File: src/rtl/icache_responder.sv
// Direct-mapped read-only instruction cache: single-cycle hits, one 256-bit line fill per miss.
// Supports flush (fence.i) and provides saturating hit/miss counters.
module icache_responder #(
    parameter int NUM_SETS   = 8,
    parameter int LINE_BYTES = 32
) (
    input  logic         clk,
    input  logic         rst_n,
    input  logic         imem_read,
    input  logic [31:0]  imem_addr,
    output logic         imem_resp,
    output logic [31:0]  imem_data,
    input  logic         flush,
    output logic         pmem_read,
    output logic [31:0]  pmem_addr,
    input  logic         pmem_resp,
    input  logic [255:0] pmem_rdata,
    output logic [31:0]  perf_hits,
    output logic [31:0]  perf_misses
);

    localparam int OFFSET_W = $clog2(LINE_BYTES);
    localparam int INDEX_W  = $clog2(NUM_SETS);
    localparam int TAG_W    = 32 - OFFSET_W - INDEX_W;

    localparam logic [1:0] IDLE = 2'd0;
    localparam logic [1:0] FILL = 2'd1;
    localparam logic [1:0] RESP = 2'd2;

    logic [1:0]          state_q, state_d;
    logic [NUM_SETS-1:0] valid_q, valid_d;
    logic                resp_q, resp_d;
    logic [31:0]         rdata_q, rdata_d;
    logic                pmem_read_q, pmem_read_d;
    logic [31:0]         pmem_addr_q, pmem_addr_d;
    logic [31:0]         hits_q, hits_d;
    logic [31:0]         misses_q, misses_d;
    logic [31:2]         miss_addr_q, miss_addr_d;
    logic [31:0]         fill_word_q, fill_word_d;
    logic                flushed_q, flushed_d;

    logic [TAG_W-1:0]    tag_arr  [NUM_SETS];
    logic [255:0]        data_arr [NUM_SETS];

    logic [INDEX_W-1:0]  req_idx;
    logic [TAG_W-1:0]    req_tag;
    logic [2:0]          req_word;
    logic [INDEX_W-1:0]  fill_idx;
    logic [TAG_W-1:0]    fill_tag;
    logic [255:0]        line_rd;
    logic                hit;
    logic                install_en;
    logic                unused_addr_lsb;

    assign req_idx         = imem_addr[OFFSET_W +: INDEX_W];
    assign req_tag         = imem_addr[31 -: TAG_W];
    assign req_word        = imem_addr[4:2];
    assign fill_idx        = miss_addr_q[OFFSET_W +: INDEX_W];
    assign fill_tag        = miss_addr_q[31 -: TAG_W];
    assign line_rd         = data_arr[req_idx];
    assign hit             = valid_q[req_idx] && (tag_arr[req_idx] == req_tag);
    assign unused_addr_lsb = ^imem_addr[1:0];

    always_comb begin
        state_d     = state_q;
        valid_d     = valid_q;
        resp_d      = 1'b0;
        rdata_d     = rdata_q;
        pmem_read_d = pmem_read_q;
        pmem_addr_d = pmem_addr_q;
        hits_d      = hits_q;
        misses_d    = misses_q;
        miss_addr_d = miss_addr_q;
        fill_word_d = fill_word_q;
        flushed_d   = flushed_q;
        install_en  = 1'b0;

        case (state_q)
            IDLE: begin
                if (flush) valid_d = '0;
                // A request still high in the response cycle is the one just answered.
                if (imem_read && !resp_q) begin
                    if (hit && !flush) begin
                        resp_d  = 1'b1;
                        rdata_d = line_rd[{req_word, 5'b0} +: 32];
                        hits_d  = (hits_q == '1) ? hits_q : hits_q + 32'd1;
                    end else begin
                        state_d     = FILL;
                        pmem_read_d = 1'b1;
                        pmem_addr_d = {imem_addr[31:5], 5'b0};
                        misses_d    = (misses_q == '1) ? misses_q : misses_q + 32'd1;
                        miss_addr_d = imem_addr[31:2];
                        flushed_d   = 1'b0;
                    end
                end
            end
            FILL: begin
                if (flush) begin
                    valid_d   = '0;
                    flushed_d = 1'b1;
                end
                if (pmem_resp) begin
                    // A flush seen at any point during the fill leaves the new line invalid.
                    install_en        = 1'b1;
                    valid_d[fill_idx] = !(flushed_q || flush);
                    pmem_read_d       = 1'b0;
                    fill_word_d       = pmem_rdata[{miss_addr_q[4:2], 5'b0} +: 32];
                    state_d           = RESP;
                end
            end
            RESP: begin
                if (flush) valid_d = '0;
                if (imem_read && (imem_addr[31:5] == miss_addr_q[31:5])) begin
                    resp_d  = 1'b1;
                    rdata_d = fill_word_q;
                end
                state_d = IDLE;
            end
            default: state_d = IDLE;
        endcase
    end

    always_ff @(posedge clk or negedge rst_n) begin
        if (!rst_n) begin
            state_q     <= IDLE;
            valid_q     <= '0;
            resp_q      <= 1'b0;
            rdata_q     <= '0;
            pmem_read_q <= 1'b0;
            pmem_addr_q <= '0;
            hits_q      <= '0;
            misses_q    <= '0;
            miss_addr_q <= '0;
            fill_word_q <= '0;
            flushed_q   <= 1'b0;
        end else begin
            state_q     <= state_d;
            valid_q     <= valid_d;
            resp_q      <= resp_d;
            rdata_q     <= rdata_d;
            pmem_read_q <= pmem_read_d;
            pmem_addr_q <= pmem_addr_d;
            hits_q      <= hits_d;
            misses_q    <= misses_d;
            miss_addr_q <= miss_addr_d;
            fill_word_q <= fill_word_d;
            flushed_q   <= flushed_d;
        end
    end

    // Tag and data arrays carry no reset; valid bits alone qualify them.
    always_ff @(posedge clk) begin
        if (install_en) begin
            tag_arr[fill_idx]  <= fill_tag;
            data_arr[fill_idx] <= pmem_rdata;
        end
    end

    assign imem_resp   = resp_q;
    assign imem_data   = rdata_q;
    assign pmem_read   = pmem_read_q;
    assign pmem_addr   = pmem_addr_q;
    assign perf_hits   = hits_q;
    assign perf_misses = misses_q;

endmodule

File: config.mk
export PLATFORM = sky130hd
export DESIGN_NAME = icache_responder
export DESIGN_NICKNAME = d
export VERILOG_FILES = /design/src/rtl/icache_responder.sv
export SDC_FILE = /design/constraint.sdc
export NUM_CORES = 2
export LEC_CHECK = 0
export ABC_AREA = 1
export BUFFER_PORTS_ARGS = -buffer_cell sky130_fd_sc_hd__buf_4
export CAP_MARGIN = 0
export CELL_PAD_IN_SITES_DETAIL_PLACEMENT = 0
export CELL_PAD_IN_SITES_GLOBAL_PLACEMENT = 2
export CORE_UTILIZATION = 39
export DETAILED_ROUTE_END_ITERATION = 7
export PLACE_DENSITY_LB_ADDON = 0.1
export SLEW_MARGIN = 0
export SYNTH_ARGS = -nofsm -noshare
export SYNTH_HDL_FRONTEND = slang
export SYNTH_SLANG_ARGS = --single-unit
File: constraint.sdc
create_clock -name clk -period 33.4 [get_ports clk]
set_input_delay 3.34 -clock clk [delete_from_list [all_inputs] [get_ports clk]]
set_output_delay 3.34 -clock clk [all_outputs]
set_load 0.01 [all_outputs]
# Word-level counts from Yosys, hierarchy flattened
# Memory sizes are Yosys's and may differ from the RTL's.
# Cells that the tools add are included.
# classes
addsub,2
magnitude_cmp,3
eq_ne,12
n_shift,2
muxes,33
n_bitwise,3
reduce_logical,22
# op_table
op,count
256-bit by 9-bit indexed part select with 32-bit output,2
32-bit two-way mux,3
32-bit by 1-bit adder with 32-bit output (second input constant),2
32-bit equality test (second input constant),2
32-bit case mux with 2 select lines,1
27-bit equality test,1
24-bit equality test,1
8-bit two-way mux,3
4-bit AND reduction,5
8-bit case mux with 2 select lines,1
1-bit two-way mux,15
2-bit inequality test (second input constant),6
8-bit bitwise mux,1
3-bit by 4-bit less-than comparator with 1-bit output (second input constant),2
2-bit two-way mux,3
1-bit case mux with 2 select lines,3
3-bit AND reduction,2
2-bit nonzero test,3
1-bit logical AND,5
2-bit case mux with 2 select lines,1
1-bit binary-select mux with 3-bit select,1
1-bit demux with 3-bit select,1
3-bit by 1-bit greater-or-equal comparator with 1-bit output (second input constant),1
1-bit logical NOT,3
other kinds (7),9
# word_totals
ff_bits,198
mem_bits_rw,2240
output_inout_bits,130
word_cells,90
mem_count,2
# memory_table
memory,depth,word_bits,rd,rd_clocked_by_memory_dff,write_ports,line_no,source
data_arr,8,256,1,0,1,43,logic [255:0] data_arr [NUM_SETS];
tag_arr,8,24,1,0,1,42,logic [TAG_W-1:0] tag_arr [NUM_SETS];

# Depth between registers and ports, before layout
# depth
word_depth,7
depth_mapped,21

# Worst setup path before layout
# OpenSTA, ideal clock, no wires.
# synth_path
path_type,in2reg
from,input pmem_resp
to,"memory data_arr[2][0], enable pin"
arrival_time_ns,15.675
t_required_ns,32.475
path_slack_ns,16.800
path_stages,5
path_buffers,1
path_cell_list,nand2_1 -> nor2_1 -> clkinv_1 -> clkbuf_1 -> nor2_1
# synth_via
elab_chain_cells,4
# synth_rtl
item,line_no,source
from (decl),16,"input logic pmem_resp,"
1-bit two-way mux,102,if (pmem_resp) begin
1-bit two-way mux,78,case (state_q)
1-bit two-way mux,153,if (install_en) begin
1-bit two-way mux (implied by the code),155,data_arr[fill_idx] <= pmem_rdata;
to (decl),43,
# No other way between the ends.

# Final worst setup path
# layout_path
from,input imem_addr[5]
to,register rdata_q[18] (netlist: imem_data[18])
# layout_via
elab_chain_cells,6
word_cells_on_any_way,16
cone_classes,eq/ne (4); shift (1); mux (5); reduce/logical (4); memory (2)
# layout_rtl
item,line_no,source
from (decl),10,"input logic [31:0] imem_addr,"
branches (longest 6 deep; another with memory 8 x 256 bit),n/a,
to (signal assigned),140,rdata_q <= rdata_d;
to (decl),33,"logic [31:0] rdata_q, rdata_d;"
# Several ways; the timed one is not identified. The select of a mux whose other input is x is not followed.
# A chain may end at the register's enable or synchronous reset.

==> results.json <==
{
  "required_ns": 34.23,
  "clk_pin_slew_ns": 0.06,
  "reg2reg_to": "data_arr[5][210]",
  "min_period_over_period": 0.271,
  "status": "finished clean",
  "ys_ff_latch": 2411,
  "ys_types": 41,
  "grt_max_degree": 200,
  "grt_overflow": 0,
  "skew_ns": 0.0688,
  "internal_power_uw": 5520,
  "nFillCells": 23200,
  "setup_violations": 0,
  "finalHoldViolations": 0,
  "track_usage": 0.250,
  "clk_root_buffer_cell": "clkbuf_16",
  "synthToLayoutAreaGrowth_pct": 14.7,
  "min_period_ns": 9.05,
  "fmax_ghz": 0.110,
  "end_kind": "flop",
  "dr.pass1.iters": 5,
  "yosysTopAreaCell": "edfxtp_1",
  "cts_tree": "done",
  "grt_pass1_wl_um": 469000,
  "wl_per_cell_um": 26.6,
  "finalSetupTns_ns": 0,
  "worst_hold_path.endpoint": "fill_word_q[10]",
  "cts_resized": 0,
  "grt_pass1_vias": 65500,
  "yosys.area.top_type_share": 0.673,
  "crit_arrival_ns": 9.89,
  "ctsLongestPathBuffers": 4,
  "postCtsSetupRepairBufs": 0,
  "placementRows": 185,
  "io_buffers": 415,
  "power_uw": 7480,
  "synth.yosys.seq_area_share": 0.716,
  "drv_cap": 0,
  "power.density_nw_per_um2": 65.2,
  "clk_latency_ns": 0.94,
  "drive_gt1_frac": 0.107,
  "holdCritPathClass": "reg -> reg",
  "wl_um": 327000,
  "dieArea_um2": 258000,
  "r2r_start": "state_q[0]",
  "core_um2": 254000,
  "slew_viol_final": 0,
  "syn_avg_cell_area_um2": 11.8,
  "worst_pin_slew_ns": 1.15,
  "crit_fanout": 144,
  "chipHeight_um": 508,
  "reg2reg_slack_ns": 26.46,
  "p_leak_uw": 0.0403,
  "seqPwrFrac": 0.485,
  "syn_inst": 8480,
  "grt_antenna_before_repair": 88,
  "power.switching_uw": 1950,
  "place_congestion": 0.782,
  "cts_hold_buf": 0,
  "dr.first_iter.drc_count": 5445,
  "synth_area_um2": 100000,
  "avgViaCountPerCell": 5.50,
  "layout.nets": 8994,
  "antenna_left": 0,
  "min_from": "fill_word_q[10]",
  "die_x_um": 508,
  "htree_levels": 5,
  "yosysWarnings": 0,
  "swShare": 0.261,
  "boundaryPins": 423,
  "initial_core_util": 0.393,
  "clkPwrFrac": 0.397,
  "via_count": 67700,
  "cts_sinks": 2411,
  "vdd_ir_drop_max_mv": 0.0543,
  "drc_errors": 0,
  "numCtsBuffers": 289,
  "whs_path_depth": 2,
  "slew_headroom": 0.234,
  "criticalPathCategory": "in -> reg",
  "worstSetupStartpointType": "input port",
  "pwr-share-comb": 0.117,
  "rsz0062_at_grt": "no",
  "reg2reg_depth": 10,
  "synthTopCellsByArea": "edfxtp_1, o21ai_0, nor2_1",
  "hpwl_um": 174000
}
-- metrics by stage --
step	utilization	hold slack [ns]	setup WS, ns	cell area, um^2	std cells
after global placement	0.416	0.455	23.30	106000	11800
after CTS	0.450	0.480	24.25	115000	12300
after global routing	0.451	0.497	23.76	115000	12300
final	0.451	0.480	24.35	115000	12300
after floorplan	-	0.442	16.80	100000	8484
after detailed placement	0.416	0.464	23.31	106000	11800
-- worst max-delay path: stages --
cell	delay [ns]
buf_8	0.35
buf_4	0.64
buf_4	0.72
buf_12	0.46
buf_4	0.74
buf_4	0.88
buf_4	0.78
o21ai_0	0.21
o22ai_1	0.24
o21ai_1	0.09
o22ai_1	0.35
nand2_1	0.12
nand3_1	0.12
nand3_1	0.08
nand2_1	0.16
nand2_1	0.21
nand2_1	0.13
-- synth_stat cells, drive strengths merged --
cell type,instances
inv,376
nand2,1154
xnor2,19
nand4,43
clkinv,5
ha,2
o211ai,88
dfrtp,171
edfxtp,2240
or2,14
nor3b,2
o221ai,66
nor3,31
a2111oi,1
nor2,1215
mux2,4
nand3,426
buf,257
nand3b,3
a21oi,135
nor4b,1
o31ai,20
o21bai,22
xor2,29
o21ai,1312
mux2i,64
clkbuf,344
nor4,9
o22ai,426
conb,1
-- routing by layer --
metal | routed length, um | track usage | vias up | share of wire
li1 | - | - | 30900 | -
met1 | 144000 | 0.343 | 34200 | 0.44
met2 | 152000 | 0.393 | 1978 | 0.46
met3 | 22400 | 0.0545 | 589 | 0.069
met4 | 8970 | 0.0801 | 58 | 0.027
met5 | 366 | 0 | - | 0.0011
-- state kept, by name (all words and copies together) (netlist names) --
register,flops
perf_hits,32
state_q,2
valid_q,8
tag_arr,192
imem_data,32
data_arr,2048
perf_misses,32
imem_resp,1
fill_word_q,32
pmem_read,1
miss_addr_q,30
flushed_q,1
-- area by class of cell --
class / instances / area [um^2] / share of cell area
Sequential cell: 2411 / 71600 / 0.624
Timing Repair Buffer: 525 / 4200 / 0.0366
Clock buffer: 400 / 7970 / 0.0695
Tap cell: 3366 / 4210 / 0.0367
Clock inverter: 99 / 843 / 0.00735
Antenna cell: 35 / 87.6 / 0.000764
Inverter: 381 / 1460 / 0.0128
Multi-Input combinational cell: 5091 / 24400 / 0.212
-- worst max-delay path by stage --
stage / cells past startpoint / from / endpoint
finish: 17 / imem_addr[5] / imem_data[18]
CTS: 17 / imem_addr[5] / imem_data[18]
global placement: 11 / pmem_resp / data_arr[5][200]
global route: 17 / imem_addr[5] / imem_data[18]
detailed placement: 17 / imem_addr[5] / imem_data[18]
floorplan: 5 / pmem_resp / data_arr[2][0]
-- cell usage in the layout, fill, tap and decap left out, types with 35 or more instances in the layout --
cell type / count
clkinv_1: 43
o21ai_0: 1105
buf_4: 502
nand3_1: 425
diode_2: 35
o211ai_1: 88
inv_1: 359
clkbuf_1: 86
clkbuf_16: 295
o22ai_1: 426
nor2_1: 1204
a21oi_1: 135
edfxtp_1: 2240
dfrtp_1: 168
mux2i_1: 64
nand2_1: 1151
o221ai_1: 66
nand4_1: 43
o21ai_1: 207
-- power groups by stage --
| stage | combinational [uW] | clock [uW] | sequential [uW] |
|---|---|---|---|
| 4_1_cts | 887 | 3030 | 3630 |
| 2_1_floorplan | 495 | 0 | 3710 |
| 3_5_place_dp | 885 | 0 | 3690 |
| 5_1_grt | 953 | 3140 | 3650 |
| 6_report | 877 | 2970 | 3630 |
| 3_3_place_gp | 878 | 0 | 3690 |
-- cell families after synthesis --
family                     Yosys count  synth area share
DFF                               2411             0.716
adders and majority gates            2          0.000250
other                                1         0.0000375
AOI/OAI and AO/OA                 2070             0.115
muxes                               68           0.00686
buffers and inverters              982            0.0415
xor gates and xnor gates            48           0.00421
and+or+nand+nor                   2898             0.117
No activity file was read; power rests on OpenSTA's default activity.
